--- src/rtl/zion_skid_pkg.sv ---
// zion_skid_pkg: shared state encoding and instantiation macro for the clearable skid buffer
package zion_skid_pkg;
    typedef enum logic [1:0] {SKID_EMPTY, SKID_BUSY, SKID_FULL} skid_state_e;
endpackage

// Widths come from the connected signals so callers cannot mismatch them by hand
`define ZION_CLR_SKID_BUF(name_, ini_, clk_, rst_, clr_, iVld_, oRdy_, iDat_, oVld_, iRdy_, oDat_) \
    zion_clr_skid_buf #(.WIDTH_IN($bits(iDat_)), .WIDTH_OUT($bits(oDat_)), .INI_DATA(ini_)) name_ ( \
        .clk(clk_), .rst(rst_), .iClr(clr_), .iVld(iVld_), .oRdy(oRdy_), .iDat(iDat_), \
        .oVld(oVld_), .iRdy(iRdy_), .oDat(oDat_));

--- src/rtl/zion_clr_en_reg.sv ---
// zion_clr_en_reg: async-reset data register with synchronous clear and load enable
module zion_clr_en_reg #(
    parameter int WIDTH = 8,
    parameter logic [WIDTH-1:0] INI_DATA = '0
) (
    input  logic             clk,
    input  logic             rst,
    input  logic             iClr,
    input  logic             iEn,
    input  logic [WIDTH-1:0] iDat,
    output logic [WIDTH-1:0] oDat
);
    always_ff @(posedge clk or negedge rst)
        if (!rst) oDat <= INI_DATA;
        else if (iClr) oDat <= INI_DATA;
        else if (iEn) oDat <= iDat;
endmodule

--- src/rtl/zion_clr_skid_buf.sv ---
// zion_clr_skid_buf: 2-entry valid/ready register slice with synchronous clear
// Both handshake outputs come straight from flops, breaking forward and backward timing paths.
module zion_clr_skid_buf
    import zion_skid_pkg::*;
#(
    parameter int WIDTH_IN = 8,
    parameter int WIDTH_OUT = 8,
    parameter logic [WIDTH_OUT-1:0] INI_DATA = '0
) (
    input  logic                 clk,
    input  logic                 rst,
    input  logic                 iClr,
    input  logic                 iVld,
    output logic                 oRdy,
    input  logic [WIDTH_IN-1:0]  iDat,
    output logic                 oVld,
    input  logic                 iRdy,
    output logic [WIDTH_OUT-1:0] oDat
);
    generate
        if (WIDTH_IN != WIDTH_OUT) begin : gWidthErr
`ifdef CHECK_ERR_EXIT
            $fatal(1, "zion_clr_skid_buf: WIDTH_IN (%0d) != WIDTH_OUT (%0d)", WIDTH_IN, WIDTH_OUT);
`else
            $error("zion_clr_skid_buf: WIDTH_IN (%0d) != WIDTH_OUT (%0d)", WIDTH_IN, WIDTH_OUT);
`endif
        end
    endgenerate

    skid_state_e state, nxtState;
    logic inAcc, outAcc, mainEn, skidEn;
    logic [WIDTH_OUT-1:0] skidDat, mainNxt;

    assign inAcc = iVld & oRdy;
    assign outAcc = oVld & iRdy;

    // Main refills from the skid entry when draining FULL, otherwise from upstream
    assign mainEn = (state == SKID_EMPTY && inAcc) || (state == SKID_BUSY && inAcc && outAcc) ||
                    (state == SKID_FULL && outAcc);
    assign mainNxt = (state == SKID_FULL) ? skidDat : iDat;
    assign skidEn = (state == SKID_BUSY) && inAcc && !outAcc;

    always_comb begin
        nxtState = iClr ? SKID_EMPTY :
                   (state == SKID_EMPTY) ? (inAcc ? SKID_BUSY : SKID_EMPTY) :
                   (state == SKID_BUSY) ? ((inAcc && !outAcc) ? SKID_FULL :
                                           (!inAcc && outAcc) ? SKID_EMPTY : SKID_BUSY) :
                   (outAcc ? SKID_BUSY : SKID_FULL);
    end

    always_ff @(posedge clk or negedge rst)
        if (!rst) begin
            state <= SKID_EMPTY;
            oVld <= 1'b0;
            oRdy <= 1'b1;
        end else begin
            state <= nxtState;
            oVld <= nxtState != SKID_EMPTY;
            oRdy <= nxtState != SKID_FULL;
        end

    zion_clr_en_reg #(.WIDTH(WIDTH_OUT), .INI_DATA(INI_DATA)) uMain (
        .clk(clk), .rst(rst), .iClr(iClr), .iEn(mainEn), .iDat(mainNxt), .oDat(oDat)
    );

    zion_clr_en_reg #(.WIDTH(WIDTH_OUT), .INI_DATA(INI_DATA)) uSkid (
        .clk(clk), .rst(rst), .iClr(iClr), .iEn(skidEn), .iDat(iDat), .oDat(skidDat)
    );
endmodule

--- config.mk ---
export PLATFORM = sky130hd
export DESIGN_NAME = zion_clr_skid_buf
export DESIGN_NICKNAME = d
export VERILOG_FILES = /design/src/rtl/zion_skid_pkg.sv /design/src/rtl/zion_clr_en_reg.sv /design/src/rtl/zion_clr_skid_buf.sv
export SDC_FILE = /design/constraint.sdc
export NUM_CORES = 1
export LEC_CHECK = 0
export ABC_AREA = 1
export ABC_CLOCK_PERIOD_IN_PS = 1490
export BUFFER_PORTS_ARGS = -buffer_cell sky130_fd_sc_hd__clkbuf_2
export CORE_ASPECT_RATIO = 0.8
export CORE_MARGIN = 3
export CORE_UTILIZATION = 45
export DETAILED_ROUTE_END_ITERATION = 10
export PLACE_DENSITY = 0.69
export SLEW_MARGIN = 10
export SYNTH_ARGS = -nofsm -noshare
export SYNTH_HDL_FRONTEND = slang
export SYNTH_SLANG_ARGS = --single-unit
export TNS_END_PERCENT = 1
--- constraint.sdc ---
create_clock -name clk -period 1.49 [get_ports clk]
set_clock_uncertainty 0.1 [all_clocks]
set_input_delay 0.0745 -clock clk [delete_from_list [all_inputs] [get_ports clk]]
set_output_delay 0.0745 -clock clk [all_outputs]
set_load 0.02 [all_outputs]
==> results of run 1 <==
==> tightest hold or removal path, delay by kind of cell <==
family | cells | cell delay [ps]
buffers and inverters | 2 | 290
AND/OR/NAND/NOR | 1 | 60
==> how the worst max path moves through the flow <==
stage                  startpoint                        end  slack [ps]  cells after the start
2_1_floorplan      oRdy$_DFF_PN1_  uSkid.oDat[0]$_DFFE_PN0P_          90                      6
3_3_place_gp       oRdy$_DFF_PN1_  uSkid.oDat[7]$_DFFE_PN0P_          20                      6
3_5_place_dp       oRdy$_DFF_PN1_  uSkid.oDat[7]$_DFFE_PN0P_           6                      6
4_1_cts        state[1]$_DFF_PN0_  uMain.oDat[2]$_DFFE_PN0P_          20                      5
5_1_grt            oRdy$_DFF_PN1_  uSkid.oDat[3]$_DFFE_PN0P_         -10                      6
6_report           oRdy$_DFF_PN1_  uSkid.oDat[4]$_DFFE_PN0P_          80                      6
==> cells in the mapped netlist (all sizes together) <==
cell | count | share of area (%)
a21oi | 10 | 5.5
buf | 1 | 1.2
clkbuf | 1 | 0.39
dfrtp | 19 | 49
dfstp | 1 | 2.7
inv | 6 | 2.3
nand2 | 65 | 28
nand3 | 9 | 5.1
nor2 | 8 | 4.6
nor3 | 1 | 0.51
o21ai | 1 | 0.90
==> layer usage <==
metal / global-route usage (%) / wire [um] / share of wire, % / vias to the layer above
li1: - / - / - / 466
met1: 20.9 / 1010 / 46 / 406
met2: 33.1 / 1010 / 47 / 25
met3: 5.66 / 122 / 5.6 / 6
met4: 5.56 / 25 / 1.2 / 0
met5: 0 / 0 / 0 / -
==> layout by cell type (no fill, tap or decap), drive strengths merged <==
cell,count
clkbuf,26
nand3,9
dfrtp,19
nor3,1
dlygate4sd3,9
buf,4
inv,6
dfstp,1
a21oi,10
nor2,8
o21ai,1
nand2,65
==> sequential cells by signal, indices dropped and copies added, names as in the netlist <==
| register | count |
|---|---|
| uMain.oDat | 8 |
| state | 2 |
| oVld | 1 |
| oRdy | 1 |
| uSkid.oDat | 8 |
==> report_power, final <==
group | internal (mW) | switching [mW] | leakage (nW)
clock network | 0.149 | 0.166 | 0.0210
registers | 0.591 | 0.0314 | 0.263
logic | 0.107 | 0.188 | 0.405
==> area by class of cell <==
type / instances / share of cell area, %
Clock buffer: 4 / 2.87
Inverter: 6 / 1.78
Multi-Input combinational cell: 94 / 34.9
Sequential cell: 20 / 39.8
Tap cell: 24 / 2.38
Timing Repair Buffer: 35 / 18.2
==> cells by family after synthesis <==
| logic type | Yosys count | share of synthesized area, % |
|---|---|---|
| buf+inv | 8 | 3.86 |
| flops | 20 | 51.6 |
| compound gates | 11 | 6.44 |
| simple gates | 83 | 38.1 |
==> metrics by stage <==
stage	cells	setup TNS, ps
2_1_floorplan	122	0
3_3_place_gp	170	0
3_5_place_dp	170	0
4_1_cts	183	0
5_1_grt	183	-13.9
6_report	183	0
==> timing repair <==
| action | 4_1_cts | 5_1_grt |
|---|---|---|
| hold buffers | 9 | 0 |
| gates resized for setup | 1 | 2 |
| pin swaps | 0 | 1 |
| setup endpoints to repair | 8 | 16 |
| hold endpoints to repair | 29 | 0 |
==> results_dict.tcl, run 1 <==
set metrics [dict create \
    run_status "complete, no violations" \
    grt_antenna_before_repair 0 \
    gp_routability_congestion 0.848 \
    post-layout-total-power_mw 1.23 \
    dp_hpwl_um 1600 \
    setup_viol 0 \
    clock_tree.htree_level_count 1 \
    seq_area_frac_synth_pct 51.6 \
    drive_above_1_share_pct 28.9 \
    max-clock-path-buffers 2 \
    slew_viol_final 0 \
    multi_input_comb_area_um2 440 \
    worst_path_maximum_fanout 8 \
    min-delay-path-class "in2reg" \
    setup.worst_path.start_class "flop" \
    insertion_delay_ps 300 \
    numnets_final 173 \
    drtPass1Iterations 4 \
    critical_path_class "reg2reg" \
    final.period_utilization_pct 94.4 \
    total_power_divided_by_cell_area_nw_per_um2 976 \
    synth_seq_cells 20 \
    final-seq-area_um2 503 \
    yosysWarningCount 0 \
    fmaxAchievable_mhz 711 \
    unrepaired_setup_endpoints_after_global_routing "true" \
    cts_setup_buffers 0 \
    yosys.cell_types.count 19 \
    die_width_um 58.0 \
    ant_nets 0 \
    crit_path_max_incr_delay_ps 540 \
    initial_utilization_pct 49.6 \
    tightest_slew_ps 489 \
    core_ar_um2 1960 \
    die-area_um2 2760 \
    syn-num-nets 135 \
    cp_common_cell "sky130_fd_sc_hd__nand2_1" \
    path_clk_slew_ps 110 \
    layout_setup_ws_ps 83.7 \
    number_of_cells_on_the_worst_hold_path 3 \
    layout_min_cycle_time_ps 1410 \
    cts_num_sinks 20 \
    worstReg2RegEnd "uSkid.oDat[4]$_DFFE_PN0P_" \
    place_ws_ps 5.54 \
    p_leak_nw 0.689 \
    cp_data_arrival_time_ps 1560 \
    syn2layout_area_growth_pct 29.9 \
    critical-path-slowest-cell "sky130_fd_sc_hd__dfstp_2" \
    worst_r2r_path_depth 6 \
    largest_net_degree_at_the_start_of_global_routing 21 \
    worst_setup_path_end_kind "flop" \
    cell_area_after_technology_mapping_um2 972 \
    vias 903 \
    post_synth_inst_count 122 \
    fp-row-count 14 \
    grtUsageTotal_pct 18.1 \
    final-hold-violation-count 0 \
    maxSlewHeadroom_pct 67.4 \
    timing.critical_path.cells "nand2_1 -> nor2_2 -> nand2_1 -> nor2_4 -> nand2_1 -> nand2_1" \
    buffer_ports.inserted 22 \
    num-fill-cells 182 \
    cp.required_ps 1640 \
    final.hold.worst_slack_ps 55.7 \
    io_pins 23 \
    grt_pass1_wl_um 3640 \
    routed_wirelength_um 2170 \
    reg2reg_slack_ps 80 \
    worstPathBufferInverterCount 0 \
    clock_tree.root_cell "sky130_fd_sc_hd__clkbuf_4" \
    postSynthAreaPerCell_um2 7.97 \
    maxCapViolCount 0 \
    dpl-instance-area_um2 1130 \
    irDropWorstVdd_mv 0.568 \
    finish.utilization_pct 64.3 \
    cts_tree "done" \
    reg2reg_from "oRdy$_DFF_PN1_" \
    drt-vias-per-instance 4.93 \
    hp-start "iClr" \
    number_of_global_route_vias_before_repair 865 \
    grt_overflow_total 0 \
    post_drt_wl_per_cell_um 11.9 \
    diodes 0 \
    detail_route.drc_violations 0 \
    end_point_of_the_worst_hold_path "oVld$_DFF_PN0_" \
    critical_path.top_delay_family "simple AND/OR/NAND/NOR gates" \
    detailedRoute.firstIterationViolations 36 \
    fin_area_um2 1260 \
    cts_inserted_buffers 3 \
    die_height_um 47.6 \
]
Note: power is estimated with default switching activity, not from simulation.
==> run 2, diff against run 1 <==
--- a/config.mk
+++ b/config.mk
@@ -5,7 +5,6 @@
 export SDC_FILE = /design/constraint.sdc
 export NUM_CORES = 1
 export LEC_CHECK = 0
-export ABC_AREA = 1
 export ABC_CLOCK_PERIOD_IN_PS = 1490
 export BUFFER_PORTS_ARGS = -buffer_cell sky130_fd_sc_hd__clkbuf_2
 export CORE_ASPECT_RATIO = 0.8
@@ -16,5 +15,6 @@
 export SLEW_MARGIN = 10
 export SYNTH_ARGS = -nofsm -noshare
 export SYNTH_HDL_FRONTEND = slang
+export SYNTH_HIERARCHICAL = 1
 export SYNTH_SLANG_ARGS = --single-unit
 export TNS_END_PERCENT = 1
==> results_dict.tcl, run 2 <==
set metrics [dict create \
    fmaxAchievable_mhz 648 \
    clock_tree.htree_level_count 1 \
    layout_min_cycle_time_ps 1540 \
    placed_cells_incl_taps 129 \
    synth_area_leaders "sky130_fd_sc_hd__dfrtp_1 (50%), sky130_fd_sc_hd__mux2i_1 (17%), sky130_fd_sc_hd__mux2_2 (9.5%)" \
    layout_common_cells "sky130_fd_sc_hd__clkbuf_2 (22), sky130_fd_sc_hd__dfrtp_1 (19), sky130_fd_sc_hd__nor2_1 (18)" \
    die_height_um 47.1 \
    final_cells 144 \
    clock_tree.root_cell "sky130_fd_sc_hd__clkbuf_4" \
    setup.worst_path.start_class "flop" \
    setup_total_negative_slack_ps -151 \
    cts_tree "done" \
    drtPass1Iterations 3 \
    post-layout-total-power_mw 1.25 \
    total_power_divided_by_cell_area_nw_per_um2 971 \
    ant_nets 0 \
    netlist.top_cell.by_area "sky130_fd_sc_hd__dfrtp_1" \
    io_pins 23 \
    cp.required_ps 1570 \
    layout_setup_ws_ps -54.0 \
    grt_overflow_total 0 \
    gp_routability_congestion 0.784 \
    cts_num_sinks 20 \
    synth_seq_cells 20 \
    routed_wirelength_um 1780 \
    die-area_um2 2710 \
    place_ws_ps -105 \
    dp_hpwl_um 1260 \
    detail_route.drc_violations 0 \
    tightest_slew_ps 472 \
    finish.utilization_pct 66.1 \
    vias 679 \
    grt_antenna_before_repair 0 \
    synth_top_cells_by_count "sky130_fd_sc_hd__dfrtp_1 (19), sky130_fd_sc_hd__nor2_1 (19), sky130_fd_sc_hd__mux2i_1 (16), sky130_fd_sc_hd__mux2_2 (8)" \
    grtUsageTotal_pct 14.9 \
    path_clk_slew_ps 110 \
    p_leak_nw 0.631 \
    setup_viol 5 \
    final.period_utilization_pct 104 \
    diodes 0 \
    yosysWarningCount 6 \
    post_drt_wl_per_cell_um 12.4 \
    post_synth_inst_count 80 \
    seq_area_frac_synth_pct 52.7 \
    maxSlewHeadroom_pct 68.6 \
    unrepaired_setup_endpoints_after_global_routing "true" \
    drt-vias-per-instance 4.72 \
    fp-row-count 14 \
    cts_inserted_buffers 3 \
    run_status "complete, but fails checks" \
    layout.cells.most_common "sky130_fd_sc_hd__clkbuf_2" \
    number_of_global_route_vias_before_repair 665 \
    postSynthAreaPerCell_um2 11.9 \
    insertion_delay_ps 300 \
    grt_pass1_wl_um 2990 \
    die_width_um 57.4 \
    largest_registers "uMain/oDat x8, uSkid/oDat x8, state x2" \
    drive_above_1_share_pct 43.3 \
    failed_checks "setup timing" \
    synth_async_sr_flop_share_pct 100 \
    final-hold-violation-count 0 \
    maxCapViolCount 0 \
    postSynth.topFlopCell "sky130_fd_sc_hd__dfrtp_1" \
    max-clock-path-buffers 2 \
    largest_net_degree_at_the_start_of_global_routing 21 \
    synth_top_cell_area_share_pct 49.9 \
    detailedRoute.firstIterationViolations 11 \
    initial_utilization_pct 49.0 \
    min-delay-path-class "in2reg" \
    synth_enable_flop_cells 0 \
    worst_setup_path_end_kind "flop" \
    syn-num-nets 93 \
    syn2layout_area_growth_pct 35.0 \
    slew_viol_final 0 \
    critical_path_class "reg2reg" \
    numnets_final 134 \
    cell_area_after_technology_mapping_um2 952 \
    irDropWorstVdd_mv 0.697 \
    cp_data_arrival_time_ps 1620 \
    core_ar_um2 1940 \
    yosys.cell_types.count 16 \
    worst_path_maximum_fanout 4 \
    buffer_ports.inserted 22 \
]
[run 2: repair_timing]
action,4_1_cts,5_1_grt
hold buffers,9,0
cloned,0,0
hold endpoints to repair,28,0
setup buffers,2,0
pin swaps,1,1
endpoints found under the setup margin,13,16
resized for setup,3,5
[run 2: area by class of cell]
| cell class | instances | area [um^2] |
|---|---|---|
| clock buffer | 4 | 36.3 |
| fill | 152 | 659 |
| multi-input combinational | 55 | 430 |
| sequential | 20 | 502 |
| tap | 24 | 30.0 |
| timing repair buffer | 41 | 287 |
[run 2: cell families (layout without fill, tap and decap cells)]
group | after synthesis | after routing | share of synthesized area, %
compound gates | 3 | 3 | 3.55
mux | 24 | 24 | 26.3
buf+inv | 5 | 45 | 4.34
flops | 20 | 20 | 52.7
simple gates | 28 | 28 | 13.1
[run 2: report_power, final]
part / total (mW) / switching (mW) / internal, mW
registers: 0.610 / 0.0248 / 0.585
clock network: 0.307 / 0.159 / 0.149
logic: 0.331 / 0.163 / 0.168
total: 1.25 / 0.346 / 0.902
[run 2: stage by stage]
stage               area (um^2)  hold WS [ps]
global route               1280          81.1
floorplan                   952          -321
CTS                        1260          46.5
finish                     1280          61.3
global placement           1110         -39.9
detailed placement         1110         -43.3
[run 2: critical path, stage by stage, from the launching register on]
cell	delay, ps
sky130_fd_sc_hd__dfstp_2	550
sky130_fd_sc_hd__nand2_2	60
sky130_fd_sc_hd__o21ba_4	200
sky130_fd_sc_hd__nor2_4	100
sky130_fd_sc_hd__buf_6	140
sky130_fd_sc_hd__mux2i_1	210
sky130_fd_sc_hd__nor2_1	60
[run 2: metal layers]
| layer | track usage [%] | wire [um] | part of all wire (%) |
|---|---|---|---|
| met1 | 20.0 | 905 | 51 |
| met2 | 24.1 | 775 | 43 |
| met3 | 4.95 | 101 | 5.7 |
| met4 | 2.78 | 0 | 0 |
| met5 | 0 | 0 | 0 |
[run 2: path summary, 6_finish.rpt]
path,startpoint,endpoint,slack (ps),cells after the start
setup / recovery,oRdy$_DFF_PN1_,uMain/oDat[4]$_DFFE_PN0P_,-50,6
setup reg to reg,oRdy$_DFF_PN1_,uMain/oDat[4]$_DFFE_PN0P_,-50,6
min in group asynchronous,rst,uMain/oDat[0]$_DFFE_PN0P_,150,2
hold / removal,iVld,oVld$_DFF_PN0_,60,4
max in group asynchronous,rst,oRdy$_DFF_PN1_,790,2
hold reg to reg,uSkid/oDat[4]$_DFFE_PN0P_,uSkid/oDat[4]$_DFFE_PN0P_,430,2
==> run 3, diff against run 2 <==
--- a/config.mk
+++ b/config.mk
@@ -11,6 +11,7 @@
 export CORE_MARGIN = 3
 export CORE_UTILIZATION = 45
 export DETAILED_ROUTE_END_ITERATION = 10
+export MAX_ROUTING_LAYER = met4
 export PLACE_DENSITY = 0.69
 export SLEW_MARGIN = 10
 export SYNTH_ARGS = -nofsm -noshare
==> results_dict.tcl, run 3 (synthesis gave the netlist of run 2 again) <==
set metrics [dict create \
    number_of_global_route_vias_before_repair 664 \
    insertion_delay_ps 300 \
    ant_nets 0 \
    setup_viol 5 \
    gp_routability_congestion 0.795 \
    cts_tree "done" \
    syn2layout_area_growth_pct 35.0 \
    min-delay-path-class "in2reg" \
    max-clock-path-buffers 2 \
    layout_min_cycle_time_ps 1540 \
    critical_path_class "reg2reg" \
    layout_setup_ws_ps -54.0 \
    dpl-instance-area_um2 1110 \
    p_leak_nw 0.631 \
    drtPass1Iterations 3 \
    worst_path_maximum_fanout 4 \
    grt_antenna_before_repair 0 \
    numnets_final 134 \
    core_ar_um2 1940 \
    buffer_ports.inserted 22 \
    setup_total_negative_slack_ps -151 \
    diodes 0 \
    io_pins 23 \
    tightest_slew_ps 472 \
    die-area_um2 2710 \
    path_clk_slew_ps 110 \
    cts_inserted_buffers 3 \
    final.period_utilization_pct 104 \
    grt_pass1_wl_um 2990 \
    fin_area_um2 1280 \
    clock_tree.htree_level_count 1 \
    cp.required_ps 1570 \
    initial_utilization_pct 49.0 \
    clock_tree.root_cell "sky130_fd_sc_hd__clkbuf_4" \
    die_width_um 57.4 \
    share_seq_of_total_power_pct 48.8 \
    routed_wirelength_um 1780 \
    vias 679 \
    detailedRoute.firstIterationViolations 13 \
    detail_route.drc_violations 0 \
    drt-vias-per-instance 4.72 \
    die_height_um 47.1 \
    final-hold-violation-count 0 \
    power.switching_fraction_pct 27.8 \
    dp_hpwl_um 1260 \
    layout.cells.most_common "sky130_fd_sc_hd__clkbuf_2" \
    netSwitchingPower_mw 0.347 \
    largest_net_degree_at_the_start_of_global_routing 21 \
    share_of_power_burned_in_the_clock_network_pct 24.7 \
    fp-row-count 14 \
    maxSlewHeadroom_pct 68.6 \
    largest_registers "uMain/oDat x8, uSkid/oDat x8, state x2" \
    post_drt_wl_per_cell_um 12.4 \
    unrepaired_setup_endpoints_after_global_routing "true" \
    irDropWorstVdd_mv 0.697 \
    place_ws_ps -105 \
    cts_num_sinks 20 \
    fmaxAchievable_mhz 648 \
    grt_overflow_total 0 \
    run_status "complete, but fails checks" \
    maxCapViolCount 0 \
    drive_above_1_share_pct 43.3 \
    cp_data_arrival_time_ps 1620 \
    failed_checks "setup timing" \
    slew_viol_final 0 \
    grtUsageTotal_pct 15.4 \
    setup.worst_path.start_class "flop" \
    layout_common_cells "sky130_fd_sc_hd__clkbuf_2 (22), sky130_fd_sc_hd__dfrtp_1 (19), sky130_fd_sc_hd__nor2_1 (18)" \
    internal_power_mw 0.902 \
    power.share.combinational_pct 26.5 \
    worst_setup_path_end_kind "flop" \
    total_power_divided_by_cell_area_nw_per_um2 972 \
]
## run 3: final cells by class
type / instances / area (um^2)
Fill cell: 152 / 659
Sequential cell: 20 / 502
Multi-Input combinational cell: 55 / 430
Timing Repair Buffer: 41 / 287
Clock buffer: 4 / 36.3
Tap cell: 24 / 30.0
## run 3: metrics by stage
| stage | utilization [%] | hold WS, ps | power [mW] | instances |
|---|---|---|---|---|
| 4_1_cts | 64.9 | 46.5 | 1.25 | 144 |
| 6_report | 66.1 | 60.4 | 1.25 | 144 |
| 3_3_place_gp | 57.1 | -39.9 | 0.899 | 129 |
| 3_5_place_dp | 57.1 | -43.3 | 0.904 | 129 |
| 5_1_grt | 66.1 | 81.1 | 1.31 | 144 |
| 2_1_floorplan | - | -321 | 0.810 | 80 |
## run 3: power by group through the flow
stage | registers (mW) | logic, mW | clock network [mW]
after floorplan | 0.652 | 0.158 | 0
after global placement | 0.622 | 0.277 | 0
after detailed placement | 0.622 | 0.281 | 0
after CTS | 0.609 | 0.318 | 0.320
after global routing | 0.616 | 0.359 | 0.338
final | 0.610 | 0.331 | 0.308
## run 3: layer usage
layer	track usage, %	share of wire (%)
met1	20.0	51
met2	24.1	43
met3	4.95	5.7
met4	2.78	0
met5	-	0
## run 3: timing repair
item,in CTS,in global routing
gates resized for setup,3,5
hold endpoints to repair,28,0
endpoints found under the setup margin,13,16
setup buffers,2,0
hold buffers,9,0
pin swaps,1,1
## run 3: worst paths after layout
check                                          startpoint                   endpoint  slack [ps]  cells past startpoint
worst min-delay path                                 iVld             oVld$_DFF_PN0_          60                      4
max in group asynchronous                             rst             oRdy$_DFF_PN1_         790                      2
worst max-delay path                       oRdy$_DFF_PN1_  uMain/oDat[4]$_DFFE_PN0P_         -50                      6
min in group asynchronous                             rst  uMain/oDat[0]$_DFFE_PN0P_         150                      2
worst min register to register  uSkid/oDat[4]$_DFFE_PN0P_  uSkid/oDat[4]$_DFFE_PN0P_         430                      2
worst max register to register             oRdy$_DFF_PN1_  uMain/oDat[4]$_DFFE_PN0P_         -50                      6
## run 3: critical path: stages, from the launching register on
cell and delay [ps]:
sky130_fd_sc_hd__dfstp_2 550, sky130_fd_sc_hd__nand2_2 60, sky130_fd_sc_hd__o21ba_4 200, sky130_fd_sc_hd__nor2_4 100
sky130_fd_sc_hd__buf_6 140, sky130_fd_sc_hd__mux2i_1 210, sky130_fd_sc_hd__nor2_1 60
